===== src/rtl/iface_reg_channel_pkg.sv =====
// Shared constants and data type for the registered point-to-point channel.
package iface_reg_channel_pkg;

  localparam int unsigned DATA_W_DEFAULT = 32;
  localparam int unsigned MAX_LATENCY    = 8;

  typedef logic [DATA_W_DEFAULT-1:0] data_t;

endpackage


===== src/rtl/iface_reg_stage.sv =====
// One pipeline register of the channel: async active-low clear, hold when not enabled.
module iface_reg_stage
  import iface_reg_channel_pkg::*;
#(
  parameter int unsigned WIDTH = DATA_W_DEFAULT
) (
  input  logic             clk,
  input  logic             rst_n,
  input  logic             en,
  input  logic [WIDTH-1:0] d,
  output logic [WIDTH-1:0] q
);

  always_ff @(posedge clk or negedge rst_n) begin
    if (!rst_n) begin
      q <= '0;
    end else if (en) begin
      q <= d;
    end
  end

endmodule


===== src/rtl/iface_reg_channel.sv =====
// Fixed-latency registered channel: LATENCY enabled stages from d to q, with a
// saturating fill counter that flags when q holds a word captured since reset.
module iface_reg_channel
  import iface_reg_channel_pkg::*;
#(
  parameter int unsigned WIDTH   = DATA_W_DEFAULT,
  parameter int unsigned LATENCY = 1
) (
  input  logic             clk,
  input  logic             rst_n,
  input  logic             en,
  input  logic [WIDTH-1:0] d,
  output logic [WIDTH-1:0] q,
  output logic             q_valid
);

  localparam int unsigned FILL_W = $clog2(LATENCY + 1);

  if (LATENCY < 1 || LATENCY > MAX_LATENCY) begin : g_latency_check
    $error("iface_reg_channel: LATENCY must be in 1..8");
  end

  // chain[0] is the producer word; chain[i+1] is the output of stage i.
  logic [LATENCY:0][WIDTH-1:0] chain;

  assign chain[0] = d;

  for (genvar i = 0; i < LATENCY; i++) begin : g_stage
    iface_reg_stage #(
      .WIDTH (WIDTH)
    ) u_stage (
      .clk   (clk),
      .rst_n (rst_n),
      .en    (en),
      .d     (chain[i]),
      .q     (chain[i+1])
    );
  end

  assign q = chain[LATENCY];

  logic [FILL_W-1:0] fill;
  logic [FILL_W-1:0] fill_nxt;

  // Count enabled edges since reset, saturating once the pipe is full.
  always_comb begin
    fill_nxt = fill;
    if (en && (fill != FILL_W'(LATENCY))) begin
      fill_nxt = fill + FILL_W'(1);
    end
  end

  // q_valid is registered alongside fill so it rises with the first word on q.
  always_ff @(posedge clk or negedge rst_n) begin
    if (!rst_n) begin
      fill    <= '0;
      q_valid <= 1'b0;
    end else begin
      fill    <= fill_nxt;
      q_valid <= (fill_nxt == FILL_W'(LATENCY));
    end
  end

endmodule


===== config.mk =====
export PLATFORM = sky130hd
export DESIGN_NAME = iface_reg_channel
export DESIGN_NICKNAME = d
export VERILOG_FILES = /design/src/rtl/iface_reg_channel_pkg.sv /design/src/rtl/iface_reg_stage.sv /design/src/rtl/iface_reg_channel.sv
export SDC_FILE = /design/constraint.sdc
export NUM_CORES = 1
export LEC_CHECK = 0
export CORE_MARGIN = 8
export CORE_UTILIZATION = 39
export DETAILED_ROUTE_END_ITERATION = 6
export MAX_ROUTING_LAYER = met4
export PLACE_DENSITY = 0.9
export SYNTH_ARGS = -nofsm -noshare
export SYNTH_HDL_FRONTEND = slang
export SYNTH_SLANG_ARGS = --single-unit

===== constraint.sdc =====
create_clock -name clk -period 0.85 [get_ports clk]
set_input_delay 0.17 -clock clk [delete_from_list [all_inputs] [get_ports clk]]
set_output_delay 0.17 -clock clk [all_outputs]
set_load 0.02 [all_outputs]

---- Word-level counts from Yosys, hierarchy flattened ----
Index checks and enable logic that the tools add are counted.
word-level totals
  register bits after elaboration ......... 33
  latch bits .............................. 0
  bits in writable memories ............... 0
  ROM bits ................................ 0
  input bits .............................. 35
  output and inout bits ................... 33
  logic and storage cells ................. 5
  memories kept ........................... 0
operators by class
  $add $sub $neg .......................... 1
  $mul .................................... 0
  divide/modulo/power cells ............... 0
  $lt $le $gt $ge ......................... 0
  equal/unequal tests ..................... 0
  shifts and indexed selects .............. 0
  muxes and demuxes ....................... 0
  bitwise operators ....................... 1
  reductions and logical operators ........ 1
operators with widths
  operator                             number
  adder 1 bit (second input constant)  1
  logical AND 1 bit                    1
  inverter 1 bit                       1

---- Logic depth before layout (Yosys ltp) ----
Gate-level depths: netlist of the first run.
  depth in word-level cells ............... 2
  depth in mapped cells ................... 3
  depth with buffers taken out ............ 1

---- Modules after synthesis ----
From an unflattened synthesis of the first run, not the netlist that was laid out.
second synthesis, totals
  cell total of the unflattened synthesis .. 70
  area total of the unflattened synthesis .. 1376.3 sq um
modules (own cells, without submodules)
  module             times used  cells each  area an instance (sq um)  sequential area each (sq um)
  iface_reg_stage    1           68          1345.0                    800.8
  iface_reg_channel  1           2           31.3                      25.0

---- Least setup slack after synthesis of the first run ----
No wires, ideal clock.
  path type ............................... input-to-reg
  from .................................... in en
  to ...................................... reg g_stage[0].u_stage.q[0]
  library setup time ...................... 125 ps
  data arrival time ....................... 717 ps
  data required time ...................... 725 ps
  path slack .............................. 8 ps
  stages .................................. 3
  buffers on the path ..................... 2
  cells stage by stage .................... buf_6 > buf_12 > mux2_4
RTL lines
  item                    line                     source
  start: declaration      iface_reg_channel.sv:11  input logic en,
  end signal: assignment  iface_reg_stage.sv:16    q <= '0;
  end signal: assignment  iface_reg_stage.sv:18    q <= d;
  end: declaration        iface_reg_stage.sv:11    output logic [WIDTH-1:0] q
No word-level cell between the ends.

---- Final worst setup path of the first run ----
  from .................................... reg g_stage[0].u_stage.q[12]
  to ...................................... out q[12]
RTL lines
  item              line                     source
  end: declaration  iface_reg_channel.sv:13  output logic [WIDTH-1:0] q,
No word-level cell between the ends.

==> results of run 1 <==
==> how the worst max path moves through the flow <==
stage | startpoint | end | slack [ns] | depth (start not counted)
finish | g_stage[0].u_stage.q[12] | q[12] | -0.22 | 1
global placement | g_stage[0].u_stage.q[4] | q[4] | -0.27 | 1
CTS | g_stage[0].u_stage.q[27] | q[27] | -0.23 | 1
global route | g_stage[0].u_stage.q[14] | q[14] | -0.27 | 1
floorplan | en | g_stage[0].u_stage.q[0] | 0.008 | 3
detailed placement | g_stage[0].u_stage.q[20] | q[20] | -0.29 | 1
==> cell type report <==
class / count / area (sq um)
fillers: 252 / 1062
multi-input cells: 33 / 475.5
clock inverters: 1 / 5.005
repair buffers: 82 / 872.1
well taps: 46 / 57.56
flip-flops and latches: 33 / 825.8
clock buffers: 7 / 65.06
==> cell usage in the layout, fill, tap and decap left out <==
cell	count
clkbuf_8	2
buf_2	1
dfrtp_1	33
clkinv_2	1
mux2_2	3
buf_12	3
or2_1	1
clkdlybuf4s50_1	33
buf_4	8
mux2_4	29
buf_6	37
clkbuf_4	5
==> per-layer routing <==
metal | vias to the layer above | wire length, um
met1 | 447 | 1421
met3 | 8 | 226
li1 | 418 | -
met2 | 46 | 1927
met5 | - | 0
met4 | 0 | 74
==> sequential cells by signal, summed over array words and instances (netlist names) <==
register,cells
fill,1
g_stage.u_stage.q,32
==> per-stage QoR <==
step / std cells / hold slack [ns] / util [%] / power, W
2_1_floorplan: 70 / -0.1256 / - / 0.002331
3_3_place_gp: 182 / 0.4465 / 61.98 / 0.002855
3_5_place_dp: 182 / 0.4613 / 61.98 / 0.002890
4_1_cts: 200 / 0.1902 / 67.41 / 0.004016
5_1_grt: 202 / 0.2027 / 68.42 / 0.004197
6_report: 202 / 0.1897 / 68.42 / 0.004009
==> worst register-to-register path: cells and delay by family, from the launching register on <==
| kind | cells | cell delay, ns |
|---|---|---|
| flip-flops | 1 | 0.40 |
| multiplexers | 1 | 0.26 |
| buffers and inverters | 2 | 0.25 |
==> cells by family after synthesis <==
logic type / synth area share [%]
DFF: 60.16
muxes: 34.18
and+or+nand+nor: 0.4561
buffers and inverters: 5.196
==> timing repair <==
action | 4_1_cts | 5_1_grt
endpoints found under the setup margin | 33 | 43
endpoints found under the hold margin | 0 | 0
resized for setup | 197 | 5
buffers inserted | 10 | 5
==> report_power, final <==
| group | leakage [nW] | switching, W | internal [W] |
|---|---|---|---|
| logic | 0.674 | 0.000433 | 0.000729 |
| registers | 0.383 | 0.000123 | 0.00172 |
| clock network | 0.0413 | 0.000522 | 0.000479 |
==> out/metrics.cfg, run 1 <==
[outcome]
status = finished, violations left
violations = negative setup slack

[final_layout]
diodes = 0
layout-drive-gt1-share_pct = 57.05
finalNetCount = 190
area_growth_pct = 67.64
design_area_sq_um = 2301

[yosys]
synthTopCellsByCount = dfrtp_1 (33), mux2_4 (29), buf_12 (3), mux2_2 (3)
synth.area.top_cells = dfrtp_1 (60%), mux2_4 (32%), buf_12 (4.4%)
ys_types = 6
synth.largest_area_cell = dfrtp_1
synth_seq_cells = 33
synth_most_common_cell = dfrtp_1
synth_nets = 105
synth_warnings = 0
synth-async-reset-ratio_pct = 100.0
synth-seq-area-share_pct = 60.16
synth-edff-count = 0
syn_area_sq_um = 1373
synth-main-ff-cell = dfrtp_1
synth_top_area_share_pct = 60.16
syn_inst = 70
syn_avg_cell_area_sq_um = 19.61

[global_routing]
use_met2_pct = 24.35
grt-ovfl-total = 0
grt_use_met1_pct = 14.69
antenna_found_initial = 0
grt_pass1_vias = 1074
grt_first_pass_wirelength_um = 5582
grt_use_met3_pct = 5.000
grt_max_degree = 34
grt_util_all_layers_pct = 14.18
grt_busiest_layer = met2

[critical_path]
reg2reg_to = g_stage[0].u_stage.q[20]
crit_buf_inv = 1
cp.arrival_ns = 0.90
cp_top_family = flip-flops
worst_r2r_path_depth = 3
r2r_slack_ns = -0.16
worstPathRequired_ns = 0.68
rr_startpoint = g_stage[0].u_stage.q[20]
worst-setup-path-type = register to primary output
crit_chain = buf_6
cpPeakStageDelay_ns = 0.43
endpoint_kind = primary output
crit_slowest_cell = dfrtp_1
crit_fanout = 2
startpoint_type = register

[sta]
finalClockSkew_ns = 0
tightestPinTransition_ns = 0.2069
hold_violations = 0
finalSetupViolCount = 43
finalSetupTns_ns = -7.190
rsz0062_at_grt = yes
drv_slew = 0
relSlewSlack_pct = 86.21
finalCriticalPeriod_ns = 1.070
fmax_mhz = 934.5
period_share_pct = 125.9
fin_ws_ns = -0.2201

[cts]
cts_sinks = 33
cts_tree = yes
h-tree-depth = 2
clockBufferDepth = 2
cts_root_buf = clkbuf_4
cts_made_buffers = 5
clk_pin_slew_worst_paths_ns = 0.10
cts_hold_buf = 0
clk_latency_ns = 0.33

[drt]
wl_per_cell_um = 18.06
vias = 919
postRouteAntennaNets = 0
avgViaCountPerCell = 4.550
drt_iter0_drc = 21
first_pass_iters = 3
drc_errors = 0
wl_um = 3649

[floorplan]
die_h_um = 75.33
start_util_pct = 40.81
io_pins = 68
die_width_um = 75.33
rows = 21
fp.dieArea_sq_um = 5674
core_area_sq_um = 3363

[pwr]
peakVddDrop_v = 0.001145
powerDensity_nw_per_um2 = 1742
p_leak_nw = 1.098

[placement]
port_buffers = 67
gp_congestion = 0.6748
dp_hpwl_um = 2644
place_ws_ns = -0.2942
dpl_cell_area_sq_um = 2085

[job]
maxCapViolations = 0

[hold_path]
min_path_type = input port to async pin

Note: power is estimated with default switching activity, not from simulation.
==> run 2, diff against run 1 <==
- SKIP_LAST_GASP: unset -> 1
==> results of run 2 <==
Same layout as run 1: the final DEF is identical, and so are final timing and power.
==> run 3, diff against run 2 <==
- GPL_TIMING_DRIVEN: unset -> 0
- clock period: 0.85 -> 1 ns (I/O delays scaled with it)
==> run 3 against run 2 <==
  * The flow still finishes with violations (negative setup slack)
  * Clock power down 29%
  * Register-to-register slack better by 0.15 ns
  * Clock skew unchanged
  * Die area unchanged
  * Critical endpoint is now q[15]
  * Highest routed layer unchanged
==> out/metrics.cfg, run 3 (synthesized netlist as in run 1, its figures left out) <==
[final_layout]
final_common_cell = buf_6  ; unchanged
finalNetCount = 197  ; was 190
diodes = 0  ; unchanged
area_growth_pct = 69.92  ; was 67.64%
final_cell_mix = buf_6 (34), dfrtp_1 (33), clkdlybuf4s50_1 (32)  ; was buf_6 (37), dfrtp_1 (33), clkdlybuf4s50_1 (33)
n_fill_cell = 245  ; was 252
top_register = g_stage.u_stage.q  ; unchanged
top_regs = g_stage.u_stage.q (32), fill (1)  ; unchanged
layout-drive-gt1-share_pct = 58.28  ; was 57.05%
largest_register_ffs = 32  ; unchanged
final_util_pct = 69.35  ; was 68.42%

[critical_path]
crit_slowest_cell = dfrtp_1  ; unchanged
cpPeakStageDelay_ns = 0.41  ; was 0.43 ns
worst-setup-path-type = register to primary output  ; unchanged
worstPathRequired_ns = 0.80  ; was 0.68 ns
crit_fanout = 2  ; unchanged
crit_chain = buf_6  ; unchanged
startpoint_type = register  ; unchanged
endpoint_kind = primary output  ; unchanged
cp_top_family = flip-flops  ; unchanged
crit_buf_inv = 1  ; unchanged
cp.arrival_ns = 0.89  ; was 0.90 ns

[global_routing]
antenna_found_initial = 0  ; unchanged
grt_first_pass_wirelength_um = 5382  ; was 5582 um
grt_pass1_vias = 1107  ; was 1,074
grt_max_degree = 21  ; was 34
grt-ovfl-total = 0  ; unchanged
grt_util_all_layers_pct = 13.26  ; was 14.18%

[placement]
place_ws_ns = -0.4173  ; was -0.2942 ns
gp_congestion = 0.6865  ; was 0.6748
port_buffers = 66  ; was 67
dp_hpwl_um = 2534  ; was 2644 um

[sta]
relSlewSlack_pct = 38.85  ; was 86.21%
fmax_mhz = 921.6
finalCriticalPeriod_ns = 1.085
drv_slew = 0  ; unchanged
finalSetupViolCount = 36  ; was 43
hold_slack_ns = 0.1100  ; was 0.1897 ns
tightestPinTransition_ns = 0.9173  ; was 0.2069 ns
fin_ws_ns = -0.08504  ; was -0.2201 ns
hold_violations = 0  ; unchanged
period_share_pct = 108.5
finalClockSkew_ns = 0  ; unchanged
rsz0062_at_grt = yes  ; unchanged
finalSetupTns_ns = -2.272  ; was -7.190 ns

[pwr]
p_leak_nw = 1.123  ; was 1.098 nW
p_switching_w = 0.0009063  ; was 0.001079 W
switching_share_pct = 27.61  ; was 26.91%
pwr-share-clk_pct = 21.6  ; was 25.0%
peakVddDrop_v = 0.0009598  ; was 0.001145 V
p_comb_share_pct = 30.8  ; was 29.0%
powerDensity_nw_per_um2 = 1407  ; was 1742 nW/um^2
p_int_w = 0.002376  ; was 0.002930 W
p_seq_share_pct = 47.6  ; was 46.0%

[cts]
cts_made_buffers = 5  ; unchanged
clk_latency_ns = 0.33  ; about the same
clk_pin_slew_worst_paths_ns = 0.10  ; about the same
cts_root_buf = clkbuf_4  ; unchanged
cts_hold_buf = 0  ; unchanged
cts_tree = yes  ; unchanged
clockBufferDepth = 2  ; unchanged
cts_sinks = 33  ; unchanged
h-tree-depth = 2  ; unchanged

[hold_path]
min_path_type = input port to async pin  ; unchanged

[drt]
avgViaCountPerCell = 4.407  ; was 4.550
drt_iter0_drc = 21  ; unchanged
wl_per_cell_um = 16.57  ; was 18.06 um
first_pass_iters = 3  ; unchanged
wl_um = 3464  ; was 3649 um
vias = 921  ; was 919
drc_errors = 0  ; unchanged
postRouteAntennaNets = 0  ; unchanged

[floorplan]
fp.dieArea_sq_um = 5674  ; unchanged
core_area_sq_um = 3363  ; unchanged
die_h_um = 75.33  ; unchanged
die_width_um = 75.33  ; unchanged
start_util_pct = 40.81  ; unchanged
rows = 21  ; unchanged
io_pins = 68  ; unchanged

[outcome]
violations = negative setup slack  ; unchanged
status = finished, violations left  ; unchanged

[job]
maxCapViolations = 0  ; unchanged

-- run 3: cell count changes in the layout (fill, tap and decap cells not counted) --
cell	previous run	this run
buf_4	8	18
buf_2	1	0
dlygate4sd2_1	0	1
clkinv_2	1	2
clkbuf_8	2	0
buf_8	0	1
clkdlybuf4s50_1	33	32
buf_6	37	34
clkbuf_1	0	1
-- run 3: layout make-up --
class | instances | area [sq um] | share of cell area [%]
Timing Repair Buffer | 85 | 850.8 | 36.48
Sequential cell | 33 | 825.8 | 35.41
Multi-Input combinational cell | 33 | 475.5 | 20.39
Buffer | 4 | 71.32 | 3.058
Tap cell | 46 | 57.56 | 2.468
Clock buffer | 6 | 41.29 | 1.770
Clock inverter | 2 | 10.01 | 0.4292
-- run 3: final timing paths --
check / from / endpoint / slack, ns / cells past startpoint
worst min-delay path: rst_n / g_stage[0].u_stage.q[2] / 0.11 / 1
min in group clk: en / g_stage[0].u_stage.q[22] / 0.19 / 2
worst max register to register: g_stage[0].u_stage.q[26] / g_stage[0].u_stage.q[26] / -0.01 / 3
worst min register to register: g_stage[0].u_stage.q[22] / g_stage[0].u_stage.q[22] / 0.54 / 1
worst max-delay path: g_stage[0].u_stage.q[15] / q[15] / -0.09 / 1
max in group asynchronous: rst_n / g_stage[0].u_stage.q[22] / 0.28 / 2
-- run 3: per-layer routing --
metal  wire length [um]  GRT usage (%)  up-vias
met4                 35          4.478        0
met3                218          4.737        4
met1               1454          14.87      455
met5                  0              -        -
met2               1756          21.48       40
li1                   -              -      422
-- run 3: power groups by stage --
stage          Clock, W  Sequential, W  Combinational [W]
2_1_floorplan         0        0.00172           0.000263
3_3_place_gp          0        0.00155           0.000877
3_5_place_dp          0        0.00156           0.000899
4_1_cts        0.000746        0.00156           0.000991
5_1_grt        0.000813        0.00158            0.00106
6_report       0.000708        0.00156            0.00101
-- run 3: what timing repair did --
action	4_1_cts	5_1_grt
buffers inserted	11	7
setup endpoints to repair	66	33
resized for setup	199	0
hold endpoints to repair	0	0
-- run 3: stage by stage --
step,std cells,total power (W),cell area [sq um]
after floorplan,70,0.001982,1373
after global placement,182,0.002430,2091
after detailed placement,183,0.002459,2106
after CTS,202,0.003299,2280
after global routing,209,0.003454,2332
final,209,0.003282,2332
